[config.mk]
export PLATFORM = sky130hd
export DESIGN_NAME = dff_write_arbiter
export DESIGN_NICKNAME = d
export VERILOG_FILES = /design/src/rtl/dff_write_arbiter.sv
export SDC_FILE = /design/constraint.sdc
export NUM_CORES = 1
export LEC_CHECK = 0
export ABC_CLOCK_PERIOD_IN_PS = 5600
export BUFFER_PORTS_ARGS = -buffer_cell sky130_fd_sc_hd__buf_2
export CORE_UTILIZATION = 35
export DETAILED_ROUTE_END_ITERATION = 10
export MAX_ROUTING_LAYER = met4
export SETUP_SLACK_MARGIN = 0.15
export SLEW_MARGIN = 5
export SYNTH_ARGS = -nofsm -noshare
export SYNTH_HDL_FRONTEND = slang
export SYNTH_SLANG_ARGS = --single-unit
[constraint.sdc]
create_clock -name i_clk -period 5.6 [get_ports i_clk]
set_clock_uncertainty 0.15 [all_clocks]
set_input_delay 0.28 -clock i_clk [delete_from_list [all_inputs] [get_ports i_clk]]
set_output_delay 0.28 -clock i_clk [all_outputs]
set_load 0.005 [all_outputs]
[src/rtl/dff_write_arbiter.sv]
// dff_write_arbiter: round-robin arbiter granting one requester at a time write access to a shared register
module dff_write_arbiter #(
    parameter int N_REQ = 4,
    parameter int WIDTH = 8
) (
    input  logic                   i_clk,
    input  logic                   i_rst_n,
    input  logic [N_REQ-1:0]       i_req,
    input  logic [N_REQ*WIDTH-1:0] i_data,
    input  logic                   i_freeze,
    output logic [N_REQ-1:0]       o_gnt,
    output logic [N_REQ-1:0]       o_done,
    output logic [WIDTH-1:0]       o_data,
    output logic [2:0]             o_last_id,
    output logic                   o_busy
);
    typedef enum logic [1:0] {IDLE, WRITE, ACK} state_t;
    state_t state, state_nxt;
    logic [2:0] ptr, sel, win;
    logic [3:0] sum;
    logic [7:0] req8;
    logic [N_REQ*WIDTH-1:0] data_sh;
    logic start, commit;
    assign req8    = 8'(i_req);
    assign start   = (state == IDLE) && !i_freeze && |i_req;
    assign commit  = (state == WRITE) && req8[sel];
    assign data_sh = i_data >> (32'(sel) * WIDTH);
    assign o_busy  = (state != IDLE);
    // Scan from the highest offset down so the first set bit at or after ptr wins
    always_comb begin
        win = '0;
        sum = '0;
        for (int k = N_REQ - 1; k >= 0; k--) begin
            sum = {1'b0, ptr} + 4'(k);
            sum = (sum >= 4'(N_REQ)) ? sum - 4'(N_REQ) : sum;
            if (req8[sum[2:0]]) win = sum[2:0];
        end
    end
    always_comb begin
        state_nxt = state;
        if (start) state_nxt = WRITE;
        else if (state == WRITE) state_nxt = commit ? ACK : IDLE;
        else if (state == ACK) state_nxt = IDLE;
    end
    always_ff @(posedge i_clk or negedge i_rst_n) begin
        if (!i_rst_n) state <= IDLE;
        else state <= state_nxt;
    end
    always_ff @(posedge i_clk or negedge i_rst_n) begin
        if (!i_rst_n) begin
            ptr       <= '0;
            sel       <= '0;
            o_gnt     <= '0;
            o_done    <= '0;
            o_data    <= '0;
            o_last_id <= '0;
        end else begin
            if (start) begin
                sel   <= win;
                o_gnt <= N_REQ'(1) << win;
            end
            if (state == WRITE) begin
                o_gnt <= '0;
                if (commit) begin
                    o_data    <= data_sh[WIDTH-1:0];
                    o_last_id <= sel;
                    o_done    <= N_REQ'(1) << sel;
                end
            end
            if (state == ACK) begin
                o_done <= '0;
                ptr    <= (sel == 3'(N_REQ - 1)) ? 3'd0 : sel + 3'd1;
            end
        end
    end
endmodule

-- Word-level counts from Yosys, hierarchy flattened
Index checks and enable logic that the tools add are counted.
- shifts and indexed selects: 3
- eq/ne operators: 3
- divide/modulo/power cells: 0
- reduce and logical (&&, ||, !) cells: 13
- multiply operators: 0
- add/sub/neg operators: 8
- muxes and demuxes: 28
- bitwise logic cells: 0
- order comparisons: 9
- operators with widths (kind ; number):
    $shr A32 B6 Y8 ; 1
    $mux W3 ; 9
    $lt A3 B4 Y1 const B ; 5
    $mux W4 ; 5
    $bmux W1 S3 ; 5
    $ge A4 B3 Y1 const B ; 3
    $sub A3 B3 Y3 const B ; 4
    $add A3 B2 Y4 const B ; 2
    $mux W2 ; 4
    $reduce_bool A2 Y1 ; 4
    $shl A1 B3 Y4 const A ; 2
    $mux W1 ; 5
    $add A3 B1 Y4 const B ; 1
    $reduce_and A2 Y1 ; 2
    $reduce_or A4 Y1 ; 1
    $add A3 B1 Y3 const B ; 1
    $eq A3 B2 Y1 const B ; 1
    $ge A3 B3 Y1 const B ; 1
    $logic_and A1 B1 Y1 ; 3
    $reduce_bool A3 Y1 ; 1
    $eq A2 B1 Y1 const B ; 1
    $eq A2 B2 Y1 const B ; 1
    $logic_not A2 Y1 ; 1
    $logic_not A1 Y1 ; 1
- output and inout bits: 20
- flip-flop bits (word level): 27
- memory bits (writable): 0
- ROM bits: 0
- memories kept: 0
- latch bits: 0
- logic and storage cells: 71

-- Logic depth before layout (Yosys ltp)
Gate-level depths: netlist of run 1.
- word-level depth: 12
- gate-level depth with buffers: 11

-- Least setup slack after synthesis of run 1
Ideal clock, no wire load.
- path kind: register to register
- start: reg ptr[0]
- end: reg o_gnt[1]
- arrival time: 2099 ps
- cell stages (with the launch flop): 11
- path slack: 3230 ps
- cell sequence: dfrtp_1 > buf_6 > buf_2 > inv_1 > ha_1 > clkbuf_1 > nor3_1 > a221oi_1 > nand3_1 > o311a_1 > a32o_1
- longest elaborated chain between the ends: 12
- ends and longest elaborated chain (what ; RTL line ; text):
    from (decl) ; 19 ; logic [2:0] ptr, sel, win;
    from (signal assigned) ; 72 ; ptr <= (sel == 3'(N_REQ - 1)) ? 3'd0 : sel + 3'd1;
    $add A3 B2 Y4 ; 34 ; sum = {1'b0, ptr} + 4'(k);
    $ge A4 B3 Y1 / $sub A3 B3 Y3 (equally long branches) ; 35 ; sum = (sum >= 4'(N_REQ)) ? sum - 4'(N_REQ) : sum;
    $mux W3 ; 35 ;
    $bmux W1 S3 ; 36 ; if (req8[sum[2:0]]) win = sum[2:0];
    $mux W1 (not written as such) ; 36 ;
    $mux W3 (3 in series) ; 36 ;
    $mux W3 * ; 36 ;
    $shl A1 B3 Y4 * ; 60 ; o_gnt <= N_REQ'(1) << win;
    $mux W4 * ; 58 ; if (start) begin
    $mux W4 * ; 62 ; if (state == WRITE) begin
    to (signal assigned) ; 60 ;
    to (decl) ; 11 ; output logic [N_REQ-1:0] o_gnt,
Mark *: on every way between the ends. The rest lies on a longest branch, timed or not. The select of a mux whose other input is x is not followed.
A chain may end at the register's enable or synchronous reset.

-- Worst setup path in the final report of run 1
- start: reg sel[0]
- end: reg o_done[1]
- longest elaborated chain between the ends: 5
- ends and longest elaborated chain (what ; RTL line ; text):
    from (decl) ; 19 ;
    from (signal assigned) ; 59 ; sel <= win;
    $bmux W1 S3 ; 26 ; assign commit = (state == WRITE) && req8[sel];
    $mux W1 (not written as such) ; 26 ;
    $logic_and A1 B1 Y1 ; 26 ;
    $reduce_bool A2 Y1 (no line) ; - ;
    $reduce_and A2 Y1 (no line) ; - ;
    to (signal assigned) ; 67 ; o_done <= N_REQ'(1) << sel;
    to (decl) ; 12 ; output logic [N_REQ-1:0] o_done,
Several ways; a longest one is shown, not always the timed one. The select of a mux whose other input is x is not followed.

==> run metrics, run 1 <==
Critical R2R Launch sel[0]$_DFFE_PN0P_; Post-Synth XOR/XNOR Area 0%; Ports 59; EDFF count, synth 0; initial core utilization 36.6%; die extent in y 72.3 um; Main synth FF type dfrtp_1; main combinational cell family by area after synthesis compound AO/OA/AOI/OAI gates; gpl congestion approximately 0.80; worst-margin pin slew 0.851 ns; DRC Markers 0; critical setup path kind reg2reg; CP endpoint kind flip-flop; area grow syn2layout 21.2%; post-route insts no fill approximately 280; clock slew at reported path FFs 0.09 ns; Syn Area/Cell between 10 and 15 sq um; DP Wirelength 2810 um; # H-tree levels 1; antenna-violating nets left 0; fin worst setup slack around 2.9 ns; Final Hold Viols 0; mux share of post-synthesis cell area 16.9%; Inserted Clock Buffers 3; CTS tree yes; syn_nets 212; Core Area 4720 sq um; Worst R2R Setup Slack approximately 2.9 ns; Clock Path Buffers 2; post-synthesis cell area about 1700 sq um; Antenna diodes 0; Post-CTS Setup Bufs 0; Setup-failing EPs final 0; final net count 266; Syn Inst Count roughly 160; PortBufs just under 60; max_cap viols 0; Worst Path Required 5.60 ns; die area 5230 sq um; Root Driver clkbuf_8; RR Endpoint o_done[1]$_DFFE_PN0P_; Synth Area in Compound Gates 18.5%; DRT Wirelength roughly 3700 um; Worst Hold Class in2reg; Clock Latency Late Sink around 0.27 ns; via count 1445; VDD IR max 173 uV; Pleak 0.995 nW; std cell rows 25; dpl ws 2.86 ns; Tot GR Track Use approximately 15%; Final Util 44.4%; pin count of the biggest net entering global routing 28; hold_sp i_data[20]; fin. max-slew vios 0; status complete, no violations; post-CTS resize count 0; DRT Pass-1 Iters 4; wire per inst 12.9 um; Final Cycle Share 48.3%; Yosys cell types 46; Post-Synth Adder-Cell Area under 10%; crit path DAT approximately 2.7 ns; critical path peak fanout 18; Seq/Total Area, Yosys 39.1%; CP startpoint kind flip-flop; Iter 0 DRT Violations 76; Die X 72.3 um; total gr overflow 0; simple-gate portion of the synthesized area a little over an eighth; vias in the first global route 1353; layout cells sized above 1 36.9%; async set-reset flop share out of synthesis 100%; worst hold stages 3; Fmax ~370 MHz; Max-slew headroom 43.3%; RSZ-0062 raised after global routing no; initial antenna violation count 0; Tmin final 2.70 ns; WHS 0.154 ns; hold_buf cts 1; # clock sinks 27; first-pass GRT wire length between 6000 and 7000 um; Min-Delay Endpoint o_data[4]$_DFFE_PN0P_; setup tns final 0 ns; Yosys warnings 0; number of synthesized register bits 27; DR vias/cell 5.09; PwrDens 485 nW/um^2; worst r2r path cells 6; dpl cells 279
[area by class of cell]
type	count	area [sq um]
repair buffers	59	300
clock inverters	1	5.00
flip-flops and latches	27	676
multi-input cells	116	948
inverters	11	41.3
well taps	67	83.8
fillers	459	2630
clock buffers	3	41.3
[flip-flops by register name, summed over array words and instances, names as in the netlist]
register and count:
o_data 8, o_done 4, o_gnt 4, o_last_id 3, ptr 3, sel 3
state 2
[cells in the mapped netlist (all sizes together), types with 3 or more instances]
master   number  area (sq um)
o221ai        3          26.3
and2          4          25.0
o2bb2ai       4          35.0
inv          11          41.3
mux4          5           113
nand2        15          56.3
dfrtp        27           676
buf           7          52.5
o21ai        12          63.8
nor2          3          11.3
nand3         7          35.0
nor2b         4          25.0
mux2i        10           100
a22oi         4          30.0
ha            9           113
mux2          7          78.8
clkbuf        3          11.3
[cells in the final DEF, fill, tap and decap left out, drive strengths merged, types with 5 or more instances in the layout]
master,count
dfrtp,27
mux2,7
inv,11
nand2,15
o21ai,12
ha,9
nand3,7
mux4,5
buf,58
mux2i,10
[where the power goes]
| group | switching, mW | internal (mW) | leakage, nW |
|---|---|---|---|
| clock | 0.0569 | 0.0497 | 0.0255 |
| sequential | 0.0990 | 0.273 | 0.338 |
| combinational | 0.266 | 0.272 | 0.632 |
| total | 0.422 | 0.595 | 0.995 |
[worst max-delay path, stage by stage (launching register included)]
cell and delay, ns:
dfrtp_1 0.90, mux2_2 0.43, o21ai_2 0.13, a21o_1 0.50
nor2_1 0.19, a22oi_1 0.18, o2bb2ai_1 0.10
[stage by stage]
stage                     power, mW  area [sq um]
final                          1.02          2100
after global routing           1.12          2100
after CTS                      1.03          2100
after detailed placement      0.916          2040
after global placement        0.914          2040
after floorplan               0.780          1730
[routing by layer]
metal | routed length, um | up-vias | global-route usage [%]
met2 | 1740 | 51 | 25.8
met1 | 1690 | 674 | 18.9
met4 | 12 | 0 | 1.96
li1 | - | 718 | -
met5 | 0 | - | -
met3 | 234 | 2 | 3.89
[how the worst max path moves through the flow]
stage	slack (ns)	startpoint	cells past startpoint	end
5_1_grt	2.66	sel[0]$_DFFE_PN0P_	6	o_done[2]$_DFFE_PN0P_
6_report	2.90	sel[0]$_DFFE_PN0P_	6	o_done[1]$_DFFE_PN0P_
2_1_floorplan	3.23	ptr[0]$_DFFE_PN0P_	10	o_gnt[1]$_DFFE_PN0P_
3_3_place_gp	2.89	sel[0]$_DFFE_PN0P_	6	o_done[1]$_DFFE_PN0P_
3_5_place_dp	2.86	sel[0]$_DFFE_PN0P_	6	o_done[1]$_DFFE_PN0P_
4_1_cts	2.87	sel[0]$_DFFE_PN0P_	6	o_done[1]$_DFFE_PN0P_
[kinds of logic (layout without fill, tap and decap cells)]
group,count (synthesis),count (layout)
buffers and inverters,21,74
multiplexers,22,22
adder cells (fa/ha/maj),9,9
AO/OA/AOI/OAI,42,42
flip-flops,27,27
AND/OR/NAND/NOR,43,43
No activity file was read; power rests on OpenSTA's default activity.
==> run 2, diff against run 1 <==
--- a/config.mk
+++ b/config.mk
@@ -5,7 +5,7 @@
 export SDC_FILE = /design/constraint.sdc
 export NUM_CORES = 1
 export LEC_CHECK = 0
-export ABC_CLOCK_PERIOD_IN_PS = 5600
+export ABC_CLOCK_PERIOD_IN_PS = 2600
 export BUFFER_PORTS_ARGS = -buffer_cell sky130_fd_sc_hd__buf_2
 export CORE_UTILIZATION = 35
 export DETAILED_ROUTE_END_ITERATION = 10
==> constraint.sdc (replaced) <==
create_clock -name i_clk -period 2.6 [get_ports i_clk]
set_clock_uncertainty 0.15 [all_clocks]
set_input_delay 0.13 -clock i_clk [delete_from_list [all_inputs] [get_ports i_clk]]
set_output_delay 0.13 -clock i_clk [all_outputs]
set_load 0.005 [all_outputs]
==> run metrics, run 2 (synthesized netlist as in run 1, its figures left out) <==
worst path cell trace buf_4 -> ha_1 -> and3_1 -> a221oi_1 -> nand3_1 -> o311a_1 -> a32o_1; wire per inst 13.5 um (+4.6%); CP startpoint kind flip-flop; WHS 0.0124 ns (-0.142 ns); Core Area 4720 sq um (unchanged); Worst Path Required 2.61 ns (-2.99 ns); Antenna diodes 0 (unchanged); gpl congestion 0.909 (+13%); CP endpoint kind flip-flop; PwrDens 1060 nW/um^2 (+120%); largest registers o_data: 8 flops, o_done: 4 flops, o_gnt: 4 flops; CTS tree yes; setup tns final 0 ns (unchanged); worst r2r path cells 7 (+1); Max-slew headroom 59.2% (+16 points); std cell rows 25 (unchanged); die extent in y 72.3 um (unchanged); fin worst setup slack 0.455 ns (-2.44 ns); critical setup path kind reg2reg; critical path peak fanout 12 (-6); Setup-failing EPs final 0 (unchanged); initial core utilization 36.6% (unchanged); Worst path max stage delay 0.41 ns (-0.49 ns); total gr overflow 0 (unchanged); Final Util 45.0% (+0.61 points); Worst Hold Class in2reg; post-route insts no fill 288 (+1.4%); Ports 59 (unchanged); RSZ-0062 raised after global routing no; worst hold stages 3 (unchanged); via count 1477 (+2.2%); Critical-path top delay cell a221oi_1; post-CTS resize count 0 (unchanged); dpl ws 0.484 ns (-2.38 ns); fin. max-slew vios 0 (unchanged); Inserted Clock Buffers 3 (unchanged); area grow syn2layout 22.9%; antenna-violating nets left 0 (unchanged); Final Hold Viols 0 (unchanged); clock slew at reported path FFs 0.09 ns (about the same); first-pass GRT wire length 6510 um (+7.1%); Clock Path Buffers 2 (unchanged); Root Driver clkbuf_8; die area 5230 sq um (unchanged); Largest register FFs 8 (unchanged); max_cap viols 0 (unchanged); most frequent cells in the layout 58 x buf_2, 27 x dfrtp_1, 15 x nand2_1; DRC Markers 0 (unchanged); dpl cells 283 (+1.4%); Tot GR Track Use 16.2% (+0.94 points); Fillers 457 (-0.44%); worst-margin pin slew 0.612 ns (-0.239 ns); final net count 270 (+1.5%); Largest Register o_data; # H-tree levels 1 (unchanged); status complete, no violations; WP depth 7 (+1); Crit path buffers/inverters 1 (+1); CP top delay family compound AO/OA/AOI/OAI gates; DRT Pass-1 Iters 4 (unchanged); Fmax 466 MHz (+26%); vias in the first global route 1418 (+4.8%); DRT Wirelength 3900 um (+6.0%); # clock sinks 27 (unchanged); Pleak 1.01 nW (+1.7%); DP Wirelength 2970 um (+5.6%); Tmin final 2.14 ns (-0.559 ns); Iter 0 DRT Violations 45 (-41%); Post-CTS Setup Bufs 0 (unchanged); PortBufs 58 (unchanged); Die X 72.3 um (unchanged); Final Cycle Share 82.5% (+34 points); hold_buf cts 1 (unchanged); commonest non-fill, non-tap cell in the layout buf_2; Clock Latency Late Sink 0.26 ns (about the same); VDD IR max 482 uV (+180%); layout cells sized above 1 37.6% (+0.69 points); crit path DAT 2.16 ns (-0.55 ns); initial antenna violation count 0 (unchanged); pin count of the biggest net entering global routing 28 (unchanged); DR vias/cell 5.13 (+0.79%)
-- run 2: cell type report --
| type | instances | area (sq um) | share of cell area (%) |
|---|---|---|---|
| tap | 67 | 83.8 | 3.95 |
| timing repair buffer | 63 | 330 | 15.5 |
| sequential | 27 | 676 | 31.8 |
| clock buffer | 4 | 45.0 | 2.12 |
| multi-input combinational | 116 | 948 | 44.6 |
| inverter | 11 | 41.3 | 1.94 |
-- run 2: worst paths after layout --
check	slack, ns	end	start
worst max register to register	0.46	o_gnt[1]$_DFFE_PN0P_	ptr[1]$_DFFE_PN0P_
min in group asynchronous	0.26	o_done[2]$_DFFE_PN0P_	i_rst_n
max in group asynchronous	1.64	o_data[4]$_DFFE_PN0P_	i_rst_n
worst min register to register	0.33	o_last_id[0]$_DFFE_PN0P_	o_last_id[0]$_DFFE_PN0P_
worst min-delay path	0.01	o_data[4]$_DFFE_PN0P_	i_data[20]
worst max-delay path	0.46	o_gnt[1]$_DFFE_PN0P_	ptr[1]$_DFFE_PN0P_
-- run 2: metrics by stage --
stage	area, sq um	power, mW
final	2120	2.24
after global routing	2120	2.46
after CTS	2120	2.27
after detailed placement	2070	2.02
after global placement	2070	2.01
after floorplan	1730	1.68
-- run 2: per-layer routing --
| metal | global-route usage, % | share of wire (%) |
|---|---|---|
| met1 | 20.5 | 46 |
| met5 | - | 0 |
| met3 | 4.31 | 6.2 |
| met2 | 26.8 | 47 |
| met4 | 1.96 | 0.36 |
-- run 2: power by group --
| part | switching (mW) | internal, mW | total, mW |
|---|---|---|---|
| Clock | 0.122 | 0.110 | 0.232 |
| Combinational | 0.683 | 0.621 | 1.30 |
| Sequential | 0.116 | 0.590 | 0.706 |
-- run 2: worst reg2reg max path: stages, from the launching register on --
cell	delay [ns]
dfrtp_1	0.39
buf_4	0.18
ha_1	0.19
and3_1	0.19
a221oi_1	0.41
nand3_1	0.16
o311a_1	0.17
a32o_1	0.21
==> run 3, diff against run 2 <==
--- a/config.mk
+++ b/config.mk
@@ -5,7 +5,7 @@
 export SDC_FILE = /design/constraint.sdc
 export NUM_CORES = 1
 export LEC_CHECK = 0
-export ABC_CLOCK_PERIOD_IN_PS = 2600
+export ABC_CLOCK_PERIOD_IN_PS = 1700
 export BUFFER_PORTS_ARGS = -buffer_cell sky130_fd_sc_hd__buf_2
 export CORE_UTILIZATION = 35
 export DETAILED_ROUTE_END_ITERATION = 10
==> constraint.sdc (replaced) <==
create_clock -name i_clk -period 1.7 [get_ports i_clk]
set_clock_uncertainty 0.15 [all_clocks]
set_input_delay 0.085 -clock i_clk [delete_from_list [all_inputs] [get_ports i_clk]]
set_output_delay 0.085 -clock i_clk [all_outputs]
set_load 0.005 [all_outputs]
==> run metrics, run 3 (synthesized netlist as in run 1, its figures left out) <==
DP Wirelength 3250 um (+9.6%); DRC Markers 0 (unchanged); fin worst setup slack -0.307 ns (-0.762 ns); dpl cells 306 (+8.1%); critical setup path kind reg2reg; DR vias/cell 5.12 (about the same); # clock sinks 27 (unchanged); Fmax 498 MHz (+6.9%); busiest grt layer met2; met3 GRT Util 3.75% (-0.56 points); RSZ-0062 raised after global routing yes; layout cells sized above 1 61.5% (+24 points); antenna-violating nets left 0 (unchanged); crit path DAT 2.03 ns (-0.13 ns); commonest non-fill, non-tap cell in the layout buf_2; Tmin final 2.01 ns (-0.138 ns); final total power 4.89 mW (+120%); DRT Wirelength 4960 um (+27%); fin. max-slew vios 0 (unchanged); die extent in y 72.3 um (unchanged); CP startpoint kind flip-flop; Antenna diodes 0 (unchanged); wire per inst 14.9 um (+10%); internal power 2.94 mW (+120%); VDD IR max 970 uV (+100%); total gr overflow 0 (unchanged); cell area after layout 2870 sq um (+35%); PortBufs 58 (unchanged); setup tns final -2.20 ns (-2.20 ns); DRT Pass-1 Iters 4 (unchanged); Final Cycle Share 118% (+36 points); max_cap viols 0 (unchanged); failing checks negative setup slack; initial antenna violation count 0 (unchanged); worst-margin pin slew 0.593 ns (-0.0197 ns); Post-DP Area 2370 sq um (+15%); Pleak 1.31 nW (+29%); Ports 59 (unchanged); Setup-failing EPs final 15 (+15); first-pass GRT wire length 7470 um (+15%); switching part of the total 39.8% (-1.3 points); via count 1701 (+15%); initial core utilization 36.6% (unchanged); Iter 0 DRT Violations 72 (+60%); Worst Hold Class in2reg; GRT met2 Usage 31.8% (+5.0 points); switching pwr 1.94 mW (+110%); Root Driver clkbuf_8; largest registers o_data: 8 flops, o_done: 4 flops, o_gnt: 4 flops; CTS tree yes; pin count of the biggest net entering global routing 28 (unchanged); Final Util 60.7% (+16 points); Max-slew headroom 60.5% (+1.3 points); met1 Track Usage GR 22.9% (+2.4 points); Die X 72.3 um (unchanged); area grow syn2layout 65.7%; Core Area 4720 sq um (unchanged); critical path peak fanout 8 (-4); Worst Path Required 1.72 ns (-0.89 ns); CP endpoint kind flip-flop; Inserted Clock Buffers 3 (unchanged); WHS 0.00258 ns (-0.00977 ns); final net count 314 (+16%); std cell rows 25 (unchanged); clock share of power 7.5% (-2.8 points); Clock Latency Late Sink 0.27 ns (about the same); Largest register FFs 8 (unchanged); dpl ws -0.336 ns (-0.820 ns); status complete, but fails checks; Flop pwr share 23.0% (-8.5 points); Clock Path Buffers 2 (unchanged); Final Hold Viols 0 (unchanged); vias in the first global route 1666 (+17%); # H-tree levels 1 (unchanged); most frequent cells in the layout 58 x buf_2, 27 x buf_4, 26 x dfrtp_1; PwrDens 1700 nW/um^2 (+62%); clock slew at reported path FFs 0.09 ns (about the same); Tot GR Track Use 18.8% (+2.7 points); Largest Register o_data; gpl congestion 0.886 (-2.6%); post-route insts no fill 332 (+15%); die area 5230 sq um (unchanged); Logic pwr share 69.5% (+11 points)
run 3: cell count changes in the layout (fill, tap and decap cells not counted), moves of 4 or more:
cell / previous run / this run
mux2_4: 0 / 6
ha_1: 9 / 3
mux2_2: 7 / 1
buf_8: 0 / 4
mux2i_1: 10 / 5
buf_4: 4 / 27
nand2_1: 15 / 9
inv_1: 11 / 6
nand2_2: 0 / 4
dlygate4sd3_1: 1 / 13
o21ai_0: 9 / 5
ha_4: 0 / 5
run 3: what timing repair did:
action,4_1_cts,5_1_grt
hold buffers,13,0
endpoints found under the setup margin,22,27
gates resized for setup,22,34
pin swaps,9,5
cloned,0,1
setup buffers,5,3
hold endpoints to repair,32,0
run 3: path summary, 6_finish.rpt:
kind                                        from                    end  slack, ns  cells past startpoint
min                                   i_data[15]  o_data[7]$_DFFE_PN0P_      0.003                      3
max in group asynchronous                i_rst_n     ptr[0]$_DFFE_PN0P_       0.78                      2
min in group asynchronous                i_rst_n  o_data[5]$_DFFE_PN0P_       0.20                      2
min reg2reg                o_data[2]$_DFFE_PN0P_  o_data[2]$_DFFE_PN0P_       0.36                      2
max reg2reg                   ptr[0]$_DFFE_PN0P_   o_gnt[1]$_DFFE_PN0P_      -0.31                      8
max                           ptr[0]$_DFFE_PN0P_   o_gnt[1]$_DFFE_PN0P_      -0.31                      8
run 3: power groups by stage:
stage	Clock, mW	Combinational (mW)	Sequential [mW]
finish	0.366	3.40	1.12
global route	0.408	3.67	1.15
CTS	0.373	2.96	1.09
detailed placement	0	2.69	1.10
global placement	0	2.65	1.09
floorplan	0	1.85	1.09
run 3: area by class of cell:
cell class              count  area (sq um)
fillers                   385          1860
multi-input cells         116          1250
repair buffers            107           762
flip-flops and latches     27           677
well taps                  67          83.8
inverters                  11          46.3
clock buffers               4          45.0
run 3: layer usage:
metal,wire [um],vias up
met5,0,-
met4,73,0
met3,239,7
met2,2440,51
met1,2200,831
li1,-,812
run 3: critical path, cell delays in order, from the launching register on:
cell	delay [ns]
dfrtp_2	0.43
buf_6	0.12
inv_4	0.03
ha_4	0.32
nor3_2	0.07
a221oi_2	0.24
nand3_1	0.16
o311a_1	0.17
a32o_1	0.22
